## config.mk

```make
export PLATFORM = sky130hd
export DESIGN_NAME = reference_index_sequencer
export DESIGN_NICKNAME = d
export VERILOG_FILES = /design/src/rtl/reference_index_sequencer.sv
export SDC_FILE = /design/constraint.sdc
export NUM_CORES = 1
export LEC_CHECK = 0
export BUFFER_PORTS_ARGS = -buffer_cell sky130_fd_sc_hd__buf_2
export CAP_MARGIN = 10
export CORE_MARGIN = 8
export CORE_UTILIZATION = 35
export CTS_CLUSTER_SIZE = 20
export DETAILED_ROUTE_END_ITERATION = 16
export REMOVE_ABC_BUFFERS = 1
export SKIP_CTS_REPAIR_TIMING = 1
export SYNTH_ARGS = -nofsm -noshare
export SYNTH_HDL_FRONTEND = slang
export SYNTH_SLANG_ARGS = --single-unit
```

## constraint.sdc

```tcl
create_clock -name clk -period 2.2 [get_ports clk]
set_input_delay 0.22 -clock clk [delete_from_list [all_inputs] [get_ports clk]]
set_output_delay 0.22 -clock clk [all_outputs]
set_load 0.005 [all_outputs]
```

## src/rtl/reference_index_sequencer.sv

```systemverilog
// Sweeps reference_buffer indices from a shift offset and streams the
// returned I/Q samples out in request order, framed with tlast.
module reference_index_sequencer #(
  parameter int BUFFER_LENGTH = 32,
  parameter int BUFFER_BITS   = 5,
  parameter int I_BITS        = 12,
  parameter int Q_BITS        = 12,
  parameter int FIFO_DEPTH    = 4
) (
  input  logic                       clk,
  input  logic                       reset,
  input  logic                       start,
  input  logic [BUFFER_BITS-1:0]     shift,
  output logic                       busy,
  output logic                       done,
  output logic                       m_axis_index_tvalid,
  output logic [BUFFER_BITS-1:0]     m_axis_index_tdata,
  input  logic                       m_axis_index_tready,
  input  logic                       s_axis_data_tvalid,
  output logic                       s_axis_data_tready,
  input  logic signed [I_BITS-1:0]   i,
  input  logic signed [Q_BITS-1:0]   q,
  output logic                       m_axis_data_tvalid,
  input  logic                       m_axis_data_tready,
  output logic [I_BITS+Q_BITS-1:0]   m_axis_data_tdata,
  output logic                       m_axis_data_tlast
);

  localparam int AW = $clog2(FIFO_DEPTH);
  localparam int CW = AW + 1;
  localparam int SW = CW + 1;
  localparam int NW = BUFFER_BITS + 1;
  localparam int DW = I_BITS + Q_BITS;

  typedef enum logic [1:0] {IDLE, ISSUE, DRAIN, DONE} state_t;

  state_t state, state_n;

  logic [BUFFER_BITS-1:0] idx, idx_next, shift_lat;
  logic [NW-1:0]          idx_inc, req_cnt, out_cnt;
  logic [CW-1:0]          outstanding, fifo_count;
  logic [SW-1:0]          credit_sum;
  logic [AW-1:0]          wr_ptr, rd_ptr;
  logic [DW-1:0]          mem [FIFO_DEPTH];
  logic start_acc, idx_hs, push, pop, empty, credit_ok;

  assign start_acc  = (state == IDLE) && start;
  assign idx_hs     = m_axis_index_tvalid && m_axis_index_tready;
  assign push       = s_axis_data_tvalid && s_axis_data_tready;
  assign pop        = !empty && m_axis_data_tready;
  assign empty      = (fifo_count == '0);
  assign credit_sum = {1'b0, outstanding} + {1'b0, fifo_count};
  assign credit_ok  = credit_sum < SW'(FIFO_DEPTH);

  assign s_axis_data_tready = busy;
  assign m_axis_index_tdata = idx;
  assign m_axis_data_tvalid = !empty;
  assign m_axis_data_tdata  = mem[rd_ptr];
  assign m_axis_data_tlast  =
    !empty && (out_cnt == NW'(BUFFER_LENGTH - 1));

  always_comb begin
    idx_inc = {1'b0, idx} + NW'(1);
    if (idx_inc == NW'(BUFFER_LENGTH)) idx_next = '0;
    else idx_next = idx + BUFFER_BITS'(1);
    if ({1'b0, shift} >= NW'(BUFFER_LENGTH))
      shift_lat = shift - BUFFER_BITS'(BUFFER_LENGTH);
    else
      shift_lat = shift;
  end

  always_ff @(posedge clk) begin
    if (reset) state <= IDLE;
    else state <= state_n;
  end

  always_comb begin
    state_n = state;
    unique case (state)
      IDLE:  if (start) state_n = ISSUE;
      ISSUE:
        if (idx_hs && req_cnt == NW'(BUFFER_LENGTH - 1))
          state_n = DRAIN;
      DRAIN:
        if (pop && out_cnt == NW'(BUFFER_LENGTH - 1))
          state_n = DONE;
      DONE:  state_n = IDLE;
    endcase
  end

  // Index valid is credit-gated; once raised the credit sum cannot grow
  // until acceptance, so tvalid stays stable without a register.
  always_comb begin
    busy                = 1'b0;
    done                = 1'b0;
    m_axis_index_tvalid = 1'b0;
    unique case (state)
      IDLE: ;
      ISSUE: begin
        busy = 1'b1;
        m_axis_index_tvalid =
          (req_cnt < NW'(BUFFER_LENGTH)) && credit_ok;
      end
      DRAIN: busy = 1'b1;
      DONE:  done = 1'b1;
    endcase
  end

  always_ff @(posedge clk) begin
    if (reset) begin
      idx         <= '0;
      req_cnt     <= '0;
      out_cnt     <= '0;
      outstanding <= '0;
      fifo_count  <= '0;
      wr_ptr      <= '0;
      rd_ptr      <= '0;
    end else begin
      if (start_acc) begin
        idx         <= shift_lat;
        req_cnt     <= '0;
        out_cnt     <= '0;
        outstanding <= '0;
      end else begin
        if (idx_hs) begin
          idx     <= idx_next;
          req_cnt <= req_cnt + NW'(1);
        end
        if (pop) out_cnt <= out_cnt + NW'(1);
        if (idx_hs && !push)
          outstanding <= outstanding + CW'(1);
        else if (!idx_hs && push)
          outstanding <= outstanding - CW'(1);
      end
      if (push) wr_ptr <= wr_ptr + AW'(1);
      if (pop)  rd_ptr <= rd_ptr + AW'(1);
      if (push && !pop)
        fifo_count <= fifo_count + CW'(1);
      else if (pop && !push)
        fifo_count <= fifo_count - CW'(1);
    end
  end

  always_ff @(posedge clk) begin
    if (push) mem[wr_ptr] <= {i, q};
  end

endmodule

```

## Word-level counts from Yosys, hierarchy flattened

Memories as Yosys holds them, arrays and structs flattened. A register that Yosys moved wholly into a read port is not among the register bits.
Index checks and enable logic that the tools add are counted.

- Bits in writable memories: 96
- Word-level logic and storage cells: 73
- Memories: 1
- Input port bits: 35
- Bits in latches: 0
- Register bits: 29
- Memory bits (read-only): 0

- Equality and inequality tests: 9
- $add $sub $neg: 11
- Multiplexer cells: 18
- Bitwise operators: 0
- Shift operators: 0
- Reduce and logical (&&, ||, !) cells: 24
- Divide/modulo/power cells: 0
- Multipliers: 0
- $lt $le $gt $ge: 2

Memory list:

| name | depth | width | rd ports | clocked after memory_dff | write ports | RTL line | source |
|---|---|---|---|---|---|---|---|
| mem | 4 | 24 | 1 | 1 | 1 | 44 | `logic [DW-1:0] mem [FIFO_DEPTH];` |

Operators by type and width:

| kind | count |
|---|---|
| 5-bit two-way mux | 3 |
| 6-bit by 1-bit adder with 6-bit output, second input constant | 2 |
| 6-bit by 5-bit equality test with 1-bit output, second input constant | 2 |
| 1-bit logical AND | 12 |
| 3-bit two-way mux | 4 |
| 2-bit two-way mux | 5 |
| 2-bit case mux with 4 select lines | 1 |
| 3-bit by 1-bit adder with 3-bit output, second input constant | 2 |
| 5-bit by 1-bit adder with 6-bit output, second input constant | 1 |
| 6-bit equality test, second input constant | 1 |
| 6-bit < comparator, second input constant | 1 |
| 2-bit != test, second input constant | 3 |
| 2-bit nonzero test | 3 |
| 3-bit by 1-bit subtractor with 3-bit output, second input constant | 2 |
| 5-bit by 1-bit adder with 5-bit output, second input constant | 1 |
| 1-bit two-way mux | 5 |
| 2-bit by 1-bit adder with 2-bit output, second input constant | 2 |
| 3-bit by 3-bit adder with 4-bit output | 1 |
| 2-bit equality test, second input constant | 2 |
| 1-bit logical NOT | 4 |
| 4-bit by 3-bit < comparator with 1-bit output, second input constant | 1 |
| 2-bit OR reduction | 2 |
| 3-bit logical NOT | 1 |
| 3-bit AND reduction | 1 |
| 2 further kinds | 2 |

## Depth between registers and ports, before layout

- Depth after elaboration: 9
- Mapped depth: 11

## Worst setup path after synthesis

Ideal clock, no wire load.

- Path kind: reg-to-reg
- Start point: reg outstanding[2]
- End point: reg outstanding[2]
- Setup slack: -252 ps
- Arrival: 2382 ps
- Library setup time: 70 ps
- Required time: 2130 ps
- Cell stages (with the launch flop): 11
- Buffers on the path: 0
- Cell sequence: dfxtp_1 -> ha_1 -> nor4b_4 -> nand4b_4 -> inv_2 -> ha_1 -> inv_1 -> fa_1 -> xor2_1 -> or3_1 -> a21oi_1

- Word-level cells in the longest chain between the ends: 8

RTL lines:

| element | RTL line | source |
|---|---|---|
| from (decl) | 41 | `logic [CW-1:0] outstanding, fifo_count;` |
| from (signal assigned) | 131 | `outstanding <= outstanding + CW'(1);` |
| from (signal assigned) | 133 | `outstanding <= outstanding - CW'(1);` |
| 3-bit by 3-bit adder with 4-bit output * | 52 | `assign credit_sum = {1'b0, outstanding} + {1'b0, fifo_count};` |
| 4-bit by 3-bit < comparator with 1-bit output * | 53 | `assign credit_ok = credit_sum < SW'(FIFO_DEPTH);` |
| 1-bit logical AND * | 102 | `(req_cnt < NW'(BUFFER_LENGTH)) && credit_ok;` |
| 1-bit two-way mux * | 97 | `unique case (state)` |
| 1-bit logical AND * | 48 | `assign idx_hs = m_axis_index_tvalid && m_axis_index_tready;` |
| named net idx_hs | 45 | `logic start_acc, idx_hs, push, pop, empty, credit_ok;` |
| 1-bit logical NOT | 132 | `else if (!idx_hs && push)` |
| 1-bit logical AND | 132 |  |
| 2-bit nonzero test (no source line) | - |  |

Mark *: on every way through the listed nets, which the timed path passes. The rest lies on a longest branch. The select of a mux whose other input is x is not followed.
A chain may end at the register's enable or synchronous reset.

## Final worst setup path

- Start point: reg fifo_count[1]
- End point: reg fifo_count[2]

- Word-level cells in the longest chain between the ends: 6

RTL lines:

| element | RTL line | source |
|---|---|---|
| from (decl) | 41 |  |
| from (signal assigned) | 138 | `fifo_count <= fifo_count + CW'(1);` |
| from (signal assigned) | 140 | `fifo_count <= fifo_count - CW'(1);` |
| parallel branches: the longest is 6 deep, another holds 3-bit by 1-bit subtractor with 3-bit output | - |  |

Several ways; the timed one is not identified. The select of a mux whose other input is x is not followed.

==> results.cfg <==
[status]
status = finished with violations
violations = setup timing

[synthesis]
netlist_area_um2 = 5060
synth_largest_area_cell = edfxtp_1
yosysSeqAreaShare = 0.692
synth_top_area_share = 0.570
syn_inst = 300
synth-async-reset-ratio = 0
synthTopCellsByArea = edfxtp_1, dfxtp_1, mux4_2
ys.flop_type = edfxtp_1
yosysMostFrequentCell = edfxtp_1
synth_commonest_cells = edfxtp_1, dfxtp_1, nor2_1
ys_types = 37
yosys_warnings = 0
ys_seq_elements = 127
synth_edf_count = 96
syn_avg_cell_area_um2 = 16.9

[min_path]
worstHoldStart = i[11]
whs_path_depth = 1
hp-class = input pin to register
whs_endpoint = mem[0][23]

[place]
dp_worst_setup_slack_ns = -0.194
gp_congestion = 0.697
dp_hpwl_um = 6530
placed_area_um2 = 5850
io_buffers = 69
dp_cells = 568

[worst_setup_path]
path_cells = buf_6 > or3_4 > and2_4 > inv_4 > ha_4 > inv_2 > fa_2 > xor2_1 > or3_1 > a21oi_2
critPathRequiredTime_ns = 2.54
critPathMaxFanout = 3
cpPeakStageDelay_ns = 0.38
reg2reg_from = fifo_count[1]
critPathBufInv = 3
cp_top_family = simple AND/OR/NAND/NOR gates
rrSetupSlack_ns = -0.1
cp_data_arrival_time_ns = 2.64
start_kind = register
reg2reg_to = fifo_count[2]
cp_slowest_cell = or3_4
crit_path_end_kind = register
crit_type = register to register
r2r_cells = 10

[pwr]
ir_drop_mv = 0.520
powerDensity_nw_per_um2 = 1270
power_leakage_nw = 2.39

[clock_tree]
clk_path_buf_depth = 2
tritoncts = done
htreeDepth = 4
insertion_delay_ns = 0.41
cts-root-buf = clkbuf_16
cts-buffers-inserted = 17
clkSinkCount = 127
clk_pin_slew_worst_paths_ns = 0.06

[floorplan]
die_height_um = 136
fp-row-count = 44
start_util = 0.353
die_area_um2 = 18600
fp.coreArea_um2 = 14300
die_w_um = 136
ios = 70

[grt]
grt_overflow = 0
antenna_found_initial = 0
grt_pass1_wl_um = 15700
grt_usage = 0.113
grt_pass1_vias = 3012
grt_start_max_net_pins = 25

[final_layout]
syn2layout_area_growth_pct = 29.6
finalNetCount = 459
antennaDiodeCount = 0
drive_above_1_share = 0.422
fin_cells = 603
stdcell_area_um2 = 6560

[timing]
hold_viol_final = 0
period_needed_ns = 2.30
final-max-slew-violation-count = 0
tightest_slew_ns = 0.552
skew_ns = 0.0112
finalWorstSetupSlack_ns = -0.0998
fin_hold_ws_ns = 0.0294
max-slew-margin-rel = 0.631
finalCritPeriodShare = 1.05
tns_ns = -0.171
setup_viol = 2
clock.fmax_mhz = 435
rsz0062_at_grt = yes

[detailed_routing]
drt-vias-per-instance = 4.67
highest_layer = met4
drt_iter0_markers = 122
drc = 0
route.vias.total = 2815
ant_nets = 0
wl_per_cell_um = 16.5
met2WireLength_um = 4990
met3WireLength_um = 553
firstDrtPassIters = 4
routed_wl_um = 9940
wl_met1_um = 4290

[job]
maxCapViolCount = 0
per-layer routing:
metal | vias to the layer above | global-route usage
met4 | 0 | 0.0397
met3 | 8 | 0.0473
met5 | - | 0
li1 | 1360 | -
met2 | 65 | 0.190
met1 | 1382 | 0.126
power by group:
| group | leakage, nW | internal, mW | switching, mW |
|---|---|---|---|
| Combinational | 0.969 | 1.27 | 1.10 |
| Clock | 0.294 | 1.89 | 0.983 |
| Sequential | 1.12 | 2.93 | 0.154 |
state kept, by name, summed over array words and instances, names as in the netlist, named ones only:
signal	cells
out_cnt	6
m_axis_index_tdata	5
wr_ptr	2
fifo_count	3
outstanding	3
rd_ptr	2
mem	96
req_cnt	6
state	2
cell type report:
| cell class | instances | area, um2 |
|---|---|---|
| repair buffers | 98 | 629 |
| fillers | 1306 | 7760 |
| clock buffers | 18 | 429 |
| inverters | 11 | 43.8 |
| clock inverters | 14 | 191 |
| well taps | 184 | 230 |
| multi-input cells | 151 | 1520 |
| flip-flops and latches | 127 | 3510 |
kinds of logic after synthesis:
family,Yosys count,share of synthesized area
adder cells (fa/ha/maj),18,0.0475
buffers and inverters,22,0.0178
flip-flops,127,0.692
XOR/XNOR,19,0.0329
multiplexers,26,0.111
AND/OR/NAND/NOR,68,0.0705
AO/OA/AOI/OAI,20,0.0282
through the flow:
| stage | total power, mW | utilization |
|---|---|---|
| floorplan | 4.40 | - |
| global route | 8.82 | 0.458 |
| CTS | 8.33 | 0.452 |
| detailed placement | 5.42 | 0.408 |
| finish | 8.34 | 0.458 |
| global placement | 5.36 | 0.408 |
layout by cell type (no fill, tap or decap), types with 4 or more instances in the layout:
cell / n
nor2_1: 27
and3_1: 5
a211oi_1: 4
buf_12: 5
xnor2_1: 5
inv_1: 6
xor2_1: 14
inv_2: 4
mux4_2: 24
buf_2: 69
dfxtp_2: 5
nand3_1: 6
buf_4: 23
clkbuf_16: 17
nand4_1: 5
edfxtp_1: 96
bufinv_16: 4
dfxtp_1: 26
ha_1: 13
nand2_1: 13
how the worst max path moves through the flow:
| stage | start | cells after the start | to | slack, ns |
|---|---|---|---|---|
| after floorplan | outstanding[2] | 10 | outstanding[2] | -0.26 |
| after global placement | outstanding[2] | 10 | outstanding[2] | -0.14 |
| after detailed placement | outstanding[2] | 10 | outstanding[2] | -0.19 |
| after CTS | outstanding[2] | 10 | outstanding[2] | -0.22 |
| after global routing | fifo_count[1] | 10 | fifo_count[2] | -0.19 |
| final | fifo_count[1] | 10 | fifo_count[2] | -0.1 |
Power figures use the tool's default switching activity.
